`config.mk`:
```
export PLATFORM = sky130hd
export DESIGN_NAME = if_fetch_queue
export DESIGN_NICKNAME = d
export VERILOG_FILES = /design/src/rtl/my_cpu_pkg.sv /design/src/rtl/if_fetch_queue_sync_fifo.sv /design/src/rtl/if_fetch_queue.sv
export SDC_FILE = /design/constraint.sdc
export NUM_CORES = 1
export LEC_CHECK = 0
export CAP_MARGIN = 25
export CORE_MARGIN = 10
export CORE_UTILIZATION = 40
export CTS_CLUSTER_SIZE = 8
export DETAILED_ROUTE_END_ITERATION = 16
export GPL_TIMING_DRIVEN = 0
export PLACE_DENSITY = 0.69
export RECOVER_POWER = 25
export SLEW_MARGIN = 30
export SYNTH_ARGS = -nofsm -noshare
export SYNTH_HDL_FRONTEND = slang
export SYNTH_SLANG_ARGS = --single-unit
export TNS_END_PERCENT = 5
```
`constraint.sdc`:
```
create_clock -name clk -period 5 [get_ports clk]
set_input_delay 1 -clock clk [delete_from_list [all_inputs] [get_ports clk]]
set_output_delay 1 -clock clk [all_outputs]
set_load 0.01 [all_outputs]
```
`src/rtl/my_cpu_pkg.sv`:
```
// Shared CPU definitions: IF->ID payload layout and instruction SRAM constants.
package my_cpu_pkg;

  localparam int unsigned IF_TO_ID_W          = 65;
  localparam logic [1:0]  INST_SRAM_SIZE_WORD = 2'b10;
  localparam logic [5:0]  ECODE_ADEF          = 6'h08;

  typedef struct packed {
    logic        adef;
    logic [31:0] pc;
    logic [31:0] inst;
  } if_to_id_t;

endpackage

```
`src/rtl/if_fetch_queue_sync_fifo.sv`:
```
// Generic synchronous FIFO with occupancy count and synchronous clear.
// Push while full is accepted only when a pop happens in the same cycle.
module sync_fifo #(
  parameter int unsigned WIDTH = 32,
  parameter int unsigned DEPTH = 4
) (
  input  logic                       clk,
  input  logic                       reset,
  input  logic                       push,
  input  logic                       pop,
  input  logic                       clear,
  input  logic [WIDTH-1:0]           din,
  output logic [WIDTH-1:0]           dout,
  output logic                       full,
  output logic                       empty,
  output logic [$clog2(DEPTH+1)-1:0] count
);

  localparam int unsigned AW = (DEPTH > 1) ? $clog2(DEPTH) : 1;
  localparam int unsigned CW = $clog2(DEPTH + 1);

  logic [WIDTH-1:0] mem [DEPTH];
  logic [AW-1:0]    wr_ptr;
  logic [AW-1:0]    rd_ptr;
  logic             do_push;
  logic             do_pop;

  // Pointers wrap explicitly so non-power-of-two depths work.
  function automatic logic [AW-1:0] bump(input logic [AW-1:0] p);
    return (p == AW'(DEPTH - 1)) ? '0 : p + AW'(1);
  endfunction

  assign full    = (count == CW'(DEPTH));
  assign empty   = (count == '0);
  assign do_pop  = pop & ~empty;
  assign do_push = push & (~full | do_pop);
  assign dout    = mem[rd_ptr];

  always_ff @(posedge clk) begin
    if (reset || clear) begin
      wr_ptr <= '0;
      rd_ptr <= '0;
      count  <= '0;
    end else begin
      if (do_push) wr_ptr <= bump(wr_ptr);
      if (do_pop)  rd_ptr <= bump(rd_ptr);
      case ({do_push, do_pop})
        2'b10:   count <= count + CW'(1);
        2'b01:   count <= count - CW'(1);
        default: ;
      endcase
    end
  end

  always_ff @(posedge clk) begin
    if (do_push) mem[wr_ptr] <= din;
  end

endmodule

```
`src/rtl/if_fetch_queue.sv`:
```
// Pre-IF/IF fetch stage with MAX_OUTST requests in flight and a FIFO_DEPTH instruction queue.
// Define IF_PERF_CNT_EN to add the perf_fetch_cnt/perf_discard_cnt/perf_stall_cnt outputs.
module if_fetch_queue
  import my_cpu_pkg::*;
#(
  parameter logic [31:0] RESET_PC   = 32'h1c000000,
  parameter int unsigned FIFO_DEPTH = 4,
  parameter int unsigned MAX_OUTST  = 2
) (
  input  logic        clk,
  input  logic        reset,
  input  logic        flush,
  input  logic [31:0] flush_target,
  input  logic        br_taken,
  input  logic [31:0] br_target,
  input  logic        br_stall,
  output logic        inst_sram_req,
  output logic        inst_sram_wr,
  output logic [1:0]  inst_sram_size,
  output logic [3:0]  inst_sram_wstrb,
  output logic [31:0] inst_sram_addr,
  output logic [31:0] inst_sram_wdata,
  input  logic        inst_sram_addr_ok,
  input  logic        inst_sram_data_ok,
  input  logic [31:0] inst_sram_rdata,
  output logic        out_valid,
  input  logic        out_ready,
  output logic [31:0] out_pc,
  output logic [31:0] out_inst,
  output logic        out_adef
`ifdef IF_PERF_CNT_EN
  ,
  output logic [31:0] perf_fetch_cnt,
  output logic [31:0] perf_discard_cnt,
  output logic [31:0] perf_stall_cnt
`endif
);

  localparam int unsigned OW = $clog2(MAX_OUTST + 1);
  localparam int unsigned QW = $clog2(FIFO_DEPTH + 1);
  localparam int unsigned SW = $clog2(FIFO_DEPTH + MAX_OUTST + 1);

  logic [31:0] fetch_pc;
  logic [OW-1:0] outst_cnt;
  logic [OW-1:0] discard_cnt;
  logic        halted;

  logic        redirect;
  logic [31:0] target;
  logic        accept;
  logic        credit_ok;
  logic        resp_keep;
  logic        adef_push;

  logic        tag_push, tag_pop, tag_full, tag_empty;
  logic [31:0] tag_dout, resp_tag;

  if_to_id_t   inst_din, inst_dout;
  logic        inst_push, inst_pop, inst_full, inst_empty;
  logic [QW-1:0] inst_count;

  assign redirect = flush | br_taken;
  assign target   = flush ? flush_target : br_target;

  // outst_cnt is the tag FIFO occupancy; tag_full is outst_cnt == MAX_OUTST.
  assign credit_ok     = (SW'(outst_cnt) + SW'(inst_count)) < SW'(FIFO_DEPTH);
  assign inst_sram_req = ~reset & ~redirect & ~br_stall & ~halted &
                         (fetch_pc[1:0] == 2'b00) & ~tag_full & credit_ok;
  assign accept        = inst_sram_req & inst_sram_addr_ok;

  assign inst_sram_wr    = 1'b0;
  assign inst_sram_size  = INST_SRAM_SIZE_WORD;
  assign inst_sram_wstrb = '0;
  assign inst_sram_wdata = '0;
  assign inst_sram_addr  = fetch_pc;

  // A response in the acceptance cycle of an otherwise idle bus bypasses the tag FIFO.
  assign tag_push = accept & ~(inst_sram_data_ok & tag_empty);
  assign tag_pop  = inst_sram_data_ok & ~tag_empty;
  assign resp_tag = tag_empty ? fetch_pc : tag_dout;

  sync_fifo #(.WIDTH(32), .DEPTH(MAX_OUTST)) u_tag_fifo (
    .clk   (clk),
    .reset (reset),
    .push  (tag_push),
    .pop   (tag_pop),
    .clear (1'b0),
    .din   (fetch_pc),
    .dout  (tag_dout),
    .full  (tag_full),
    .empty (tag_empty),
    .count (outst_cnt)
  );

  assign resp_keep = inst_sram_data_ok & ~redirect & (discard_cnt == '0);
  assign adef_push = (fetch_pc[1:0] != 2'b00) & ~halted & ~redirect &
                     (outst_cnt == '0) & ~inst_full;
  assign inst_push = resp_keep | adef_push;
  assign inst_pop  = out_valid & out_ready & ~redirect;

  always_comb begin
    inst_din = '0;
    if (resp_keep) begin
      inst_din.adef = 1'b0;
      inst_din.pc   = resp_tag;
      inst_din.inst = inst_sram_rdata;
    end else begin
      inst_din.adef = 1'b1;
      inst_din.pc   = fetch_pc;
      inst_din.inst = '0;
    end
  end

  sync_fifo #(.WIDTH(IF_TO_ID_W), .DEPTH(FIFO_DEPTH)) u_inst_fifo (
    .clk   (clk),
    .reset (reset),
    .push  (inst_push),
    .pop   (inst_pop),
    .clear (redirect),
    .din   (inst_din),
    .dout  (inst_dout),
    .full  (inst_full),
    .empty (inst_empty),
    .count (inst_count)
  );

  assign out_valid = ~inst_empty;
  assign out_pc    = inst_dout.pc;
  assign out_inst  = inst_dout.inst;
  assign out_adef  = inst_dout.adef;

  always_ff @(posedge clk) begin
    if (reset) begin
      fetch_pc    <= RESET_PC;
      discard_cnt <= '0;
      halted      <= 1'b0;
    end else begin
      if (redirect) begin
        fetch_pc <= target;
        halted   <= 1'b0;
        // Everything still in flight is stale, except a response retiring right now.
        discard_cnt <= (inst_sram_data_ok && outst_cnt != '0) ? outst_cnt - OW'(1) : outst_cnt;
      end else begin
        if (accept)    fetch_pc <= fetch_pc + 32'd4;
        if (adef_push) halted   <= 1'b1;
        if (inst_sram_data_ok && discard_cnt != '0) discard_cnt <= discard_cnt - OW'(1);
      end
    end
  end

`ifdef IF_PERF_CNT_EN
  always_ff @(posedge clk) begin
    if (reset) begin
      perf_fetch_cnt   <= '0;
      perf_discard_cnt <= '0;
      perf_stall_cnt   <= '0;
    end else begin
      if (inst_push) perf_fetch_cnt <= perf_fetch_cnt + 32'd1;
      if (inst_sram_data_ok && !resp_keep) perf_discard_cnt <= perf_discard_cnt + 32'd1;
      if (!out_valid) perf_stall_cnt <= perf_stall_cnt + 32'd1;
    end
  end
`endif

endmodule

```
==> insert_results.sql <==
INSERT INTO impl_metrics (metric_group, metric, value, unit) VALUES
('clock_network', 'cts_resized', '0', ''),
('routing', 'detail_route.first_pass.iterations', '5', ''),
('routing', 'vias_per_cell', '5.29', ''),
('power_and_ir_drop', 'power.sequential.fraction', '48.0', '%'),
('clock_network', 'ctsRootBufferMaster', 'sky130_fd_sc_hd__clkbuf_16', ''),
('clock_network', 'postCtsHoldBufs', '0', ''),
('power_and_ir_drop', 'power.density', '370', 'mW/mm^2'),
('floorplan', 'fp.coreArea', '0.0386', 'mm^2'),
('clock_network', 'cts_post_setup_buffers_inserted', '0', ''),
('power_and_ir_drop', 'clock_power_share', '42.1', '%'),
('sta', 'max_slew_margin', '18.1', '%'),
('synthesis', 'synth-seq-cells', '373', ''),
('clock_network', 'numClockSinks', '373', ''),
('floorplan', 'std_cell_rows', '72', ''),
('synthesis', 'synth_area_per_cell', '15.9', 'um^2'),
('min_path', 'hp-class', 'flip-flop to flip-flop', ''),
('power_and_ir_drop', 'net-switching-power', '0.00166', 'W'),
('floorplan', 'floorplan.initialDensity', '40.4', '%'),
('routing', 'dr.first_iter.drc_count', '865', ''),
('worst_setup_path', 'worst_setup_path_start_kind', 'input port', ''),
('synthesis', 'synth_largest_area_cell', 'sky130_fd_sc_hd__edfxtp_1', ''),
('floorplan', 'die_height', '217', 'um'),
('sta', 'report.final.setup_viol', '0', ''),
('synthesis', 'synthesis.instances', '982', ''),
('grt', 'number_of_antenna_violations_at_the_first_check_in_global_routing', '0', ''),
('clock_network', 'cts_tree', 'yes', ''),
('clock_network', 'reg_clk_slew_reported_paths', '0.05', 'ns'),
('synthesis', 'yosysWarningCount', '0', ''),
('synthesis', 'mappedNetlistArea', '0.0156', 'mm^2'),
('finish', 'finalNetCount', '1400', ''),
('grt', 'global_route.overflow_total', '0', ''),
('sta', 'endpoints_failing_hold', '0', ''),
('finish', 'area_delta_synth_final', '28.5', '%'),
('worst_setup_path', 'cp_arrival', '4.59', 'ns'),
('flow_run', 'max-cap-violations', '0', ''),
('floorplan', 'ioPinCount', '242', ''),
('synthesis', 'synth_enable_flop_cells', '324', ''),
('floorplan', 'fp.dieArea', '0.0473', 'mm^2'),
('placed_design', 'placedInstanceArea', '0.0186', 'mm^2'),
('power_and_ir_drop', 'pwr-share-comb', '9.8', '%'),
('min_path', 'whs_path_depth', '2', ''),
('power_and_ir_drop', 'p_int', '0.00574', 'W'),
('finish', 'post_route_cells_drive_above_1_share', '14.6', '%'),
('placed_design', 'port_buffers', '201', ''),
('routing', 'via_count', '9651', ''),
('synthesis', 'netlist-cell-type-count', '61', ''),
('grt', 'grt.total_usage', '16.6', '%'),
('finish', 'final_common_cell', 'sky130_fd_sc_hd__edfxtp_1', ''),
('clock_network', 'cts-buffers-inserted', '52', ''),
('sta', 'tightest_slew', '1.22', 'ns'),
('sta', 'clock-skew-final', '0.0294', 'ns'),
('finish', 'antennaDiodeCount', '0', ''),
('clock_network', 'clockBufferDepth', '3', ''),
('routing', 'drc_errors', '0', ''),
('outcome', 'outcome', 'finished, final reports clean', ''),
('placed_design', 'gp_routability_congestion', '0.889', ''),
('worst_setup_path', 'worst-path-max-fanout', '35', ''),
('grt', 'grt_first_pass_wirelength', '60400', 'um'),
('synthesis', 'postSynth.topFlopCell', 'sky130_fd_sc_hd__edfxtp_1', ''),
('synthesis', 'synth_sequential_area_ratio', '68.7', '%'),
('routing', 'final_antenna_violating_net_count', '0', ''),
('synthesis', 'ys_async_sr_fraction', '0', '%'),
('routing', 'post_drt_wl_per_cell', '21.8', 'um'),
('worst_setup_path', 'path_class', 'input port to flip-flop', ''),
('sta', 'fmax', '0.230', 'GHz'),
('worst_setup_path', 'cp.required', '5.24', 'ns'),
('grt', 'via_count_of_the_first_global_routing_pass', '10041', ''),
('sta', 'smallest_hold_slack', '0.510', 'ns'),
('placed_design', 'hpwl', '27800', 'um'),
('finish', 'layout.cells.most_common_list', 'sky130_fd_sc_hd__edfxtp_1 (324), sky130_fd_sc_hd__clkdlybuf4s50_1 (165), sky130_fd_sc_hd__clkbuf_1 (67)', ''),
('grt', 'pin_count_of_the_biggest_net_entering_global_routing', '39', '');
## cell usage after synthesis, types with 11 or more instances
master and n:
sky130_fd_sc_hd__a211oi_1 16, sky130_fd_sc_hd__a21oi_1 25, sky130_fd_sc_hd__a22oi_1 13, sky130_fd_sc_hd__and2_1 36, sky130_fd_sc_hd__buf_4 39, sky130_fd_sc_hd__clkbuf_1 42
sky130_fd_sc_hd__dfxtp_1 49, sky130_fd_sc_hd__edfxtp_1 324, sky130_fd_sc_hd__ha_1 12, sky130_fd_sc_hd__inv_1 23, sky130_fd_sc_hd__mux2i_1 39, sky130_fd_sc_hd__mux4_2 65
sky130_fd_sc_hd__nand2_1 49, sky130_fd_sc_hd__nand3_1 13, sky130_fd_sc_hd__nor2_1 40, sky130_fd_sc_hd__o21ai_0 44, sky130_fd_sc_hd__o31ai_1 11
## path summary, 6_finish.rpt
check / from / to
max: br_taken / u_inst_fifo.mem[2][64]$_DFFE_PP_
min: u_inst_fifo.rd_ptr[1]$_SDFFE_PP0P_ / u_inst_fifo.rd_ptr[1]$_SDFFE_PP0P_
max reg2reg: u_inst_fifo.count[1]$_SDFFE_PP0P_ / u_tag_fifo.mem[0][15]$_DFFE_PP_
min reg2reg: u_inst_fifo.rd_ptr[1]$_SDFFE_PP0P_ / u_inst_fifo.rd_ptr[1]$_SDFFE_PP0P_
## through the flow
step	utilization [%]	setup TNS (ns)	power [W]	worst slack, ns	cells
after global placement	47.7	-442.49	0.00433	-1.65	1738
after global routing	52.0	0	0.00768	0.480	1826
final	52.0	0	0.00741	0.645	1826
after detailed placement	48.3	0	0.00436	0.162	1747
after CTS	52.0	0	0.00750	0.657	1826
after floorplan	-	0	0.00399	0.759	1019
## state kept, by name, indices dropped and copies added, names as in the netlist, 2 cells and up, named ones only
name                count
u_inst_fifo.mem       260
u_tag_fifo.mem         64
inst_sram_addr         32
u_inst_fifo.count       3
discard_cnt             2
u_inst_fifo.rd_ptr      2
u_inst_fifo.wr_ptr      2
u_tag_fifo.count        2
## kinds of logic (layout without fill, tap and decap cells)
family | Yosys count | after routing | synth area share (%)
other | 2 | 39 | 0.0482
buffers and inverters | 115 | 404 | 3.76
xor gates and xnor gates | 15 | 15 | 0.891
muxes | 104 | 104 | 11.9
adders and majority gates | 13 | 13 | 1.09
DFF | 373 | 373 | 68.7
and+or+nand+nor | 208 | 208 | 7.13
AOI/OAI and AO/OA | 152 | 152 | 6.48
## worst max-delay path, cell delays in order
cell	delay (ns)
sky130_fd_sc_hd__dlygate4sd3_1	0.63
sky130_fd_sc_hd__nor2_1	0.59
sky130_fd_sc_hd__and3_1	0.25
sky130_fd_sc_hd__clkbuf_1	0.47
sky130_fd_sc_hd__a2bb2oi_1	0.65
sky130_fd_sc_hd__and2_4	0.66
sky130_fd_sc_hd__buf_12	0.30
## routing by layer
metal	routed length, um	vias to the layer above	global-route usage, %
met5	0	-	0
met4	1200	0	6.01
met3	2970	78	4.26
met2	18900	394	26.9
met1	16700	4799	21.1
li1	-	4380	-
## power groups by stage
stage	Combinational [W]	Sequential [W]	Clock (W)
floorplan	0.000389	0.00360	0
global placement	0.000714	0.00362	0
detailed placement	0.000738	0.00362	0
CTS	0.000741	0.00356	0.00320
global route	0.000789	0.00356	0.00333
finish	0.000727	0.00356	0.00312
## final cells by class
type / instances / area, um^2
multi-input cells: 531 / 4440
well taps: 518 / 648
plain buffers: 92 / 502
clock buffers: 76 / 1390
repair buffers: 210 / 2210
flip-flops and latches: 373 / 10700
inverters: 23 / 86.3
clock inverters: 3 / 45.0
fillers: 3217 / 18500
No activity file was read; power rests on OpenSTA's default activity.
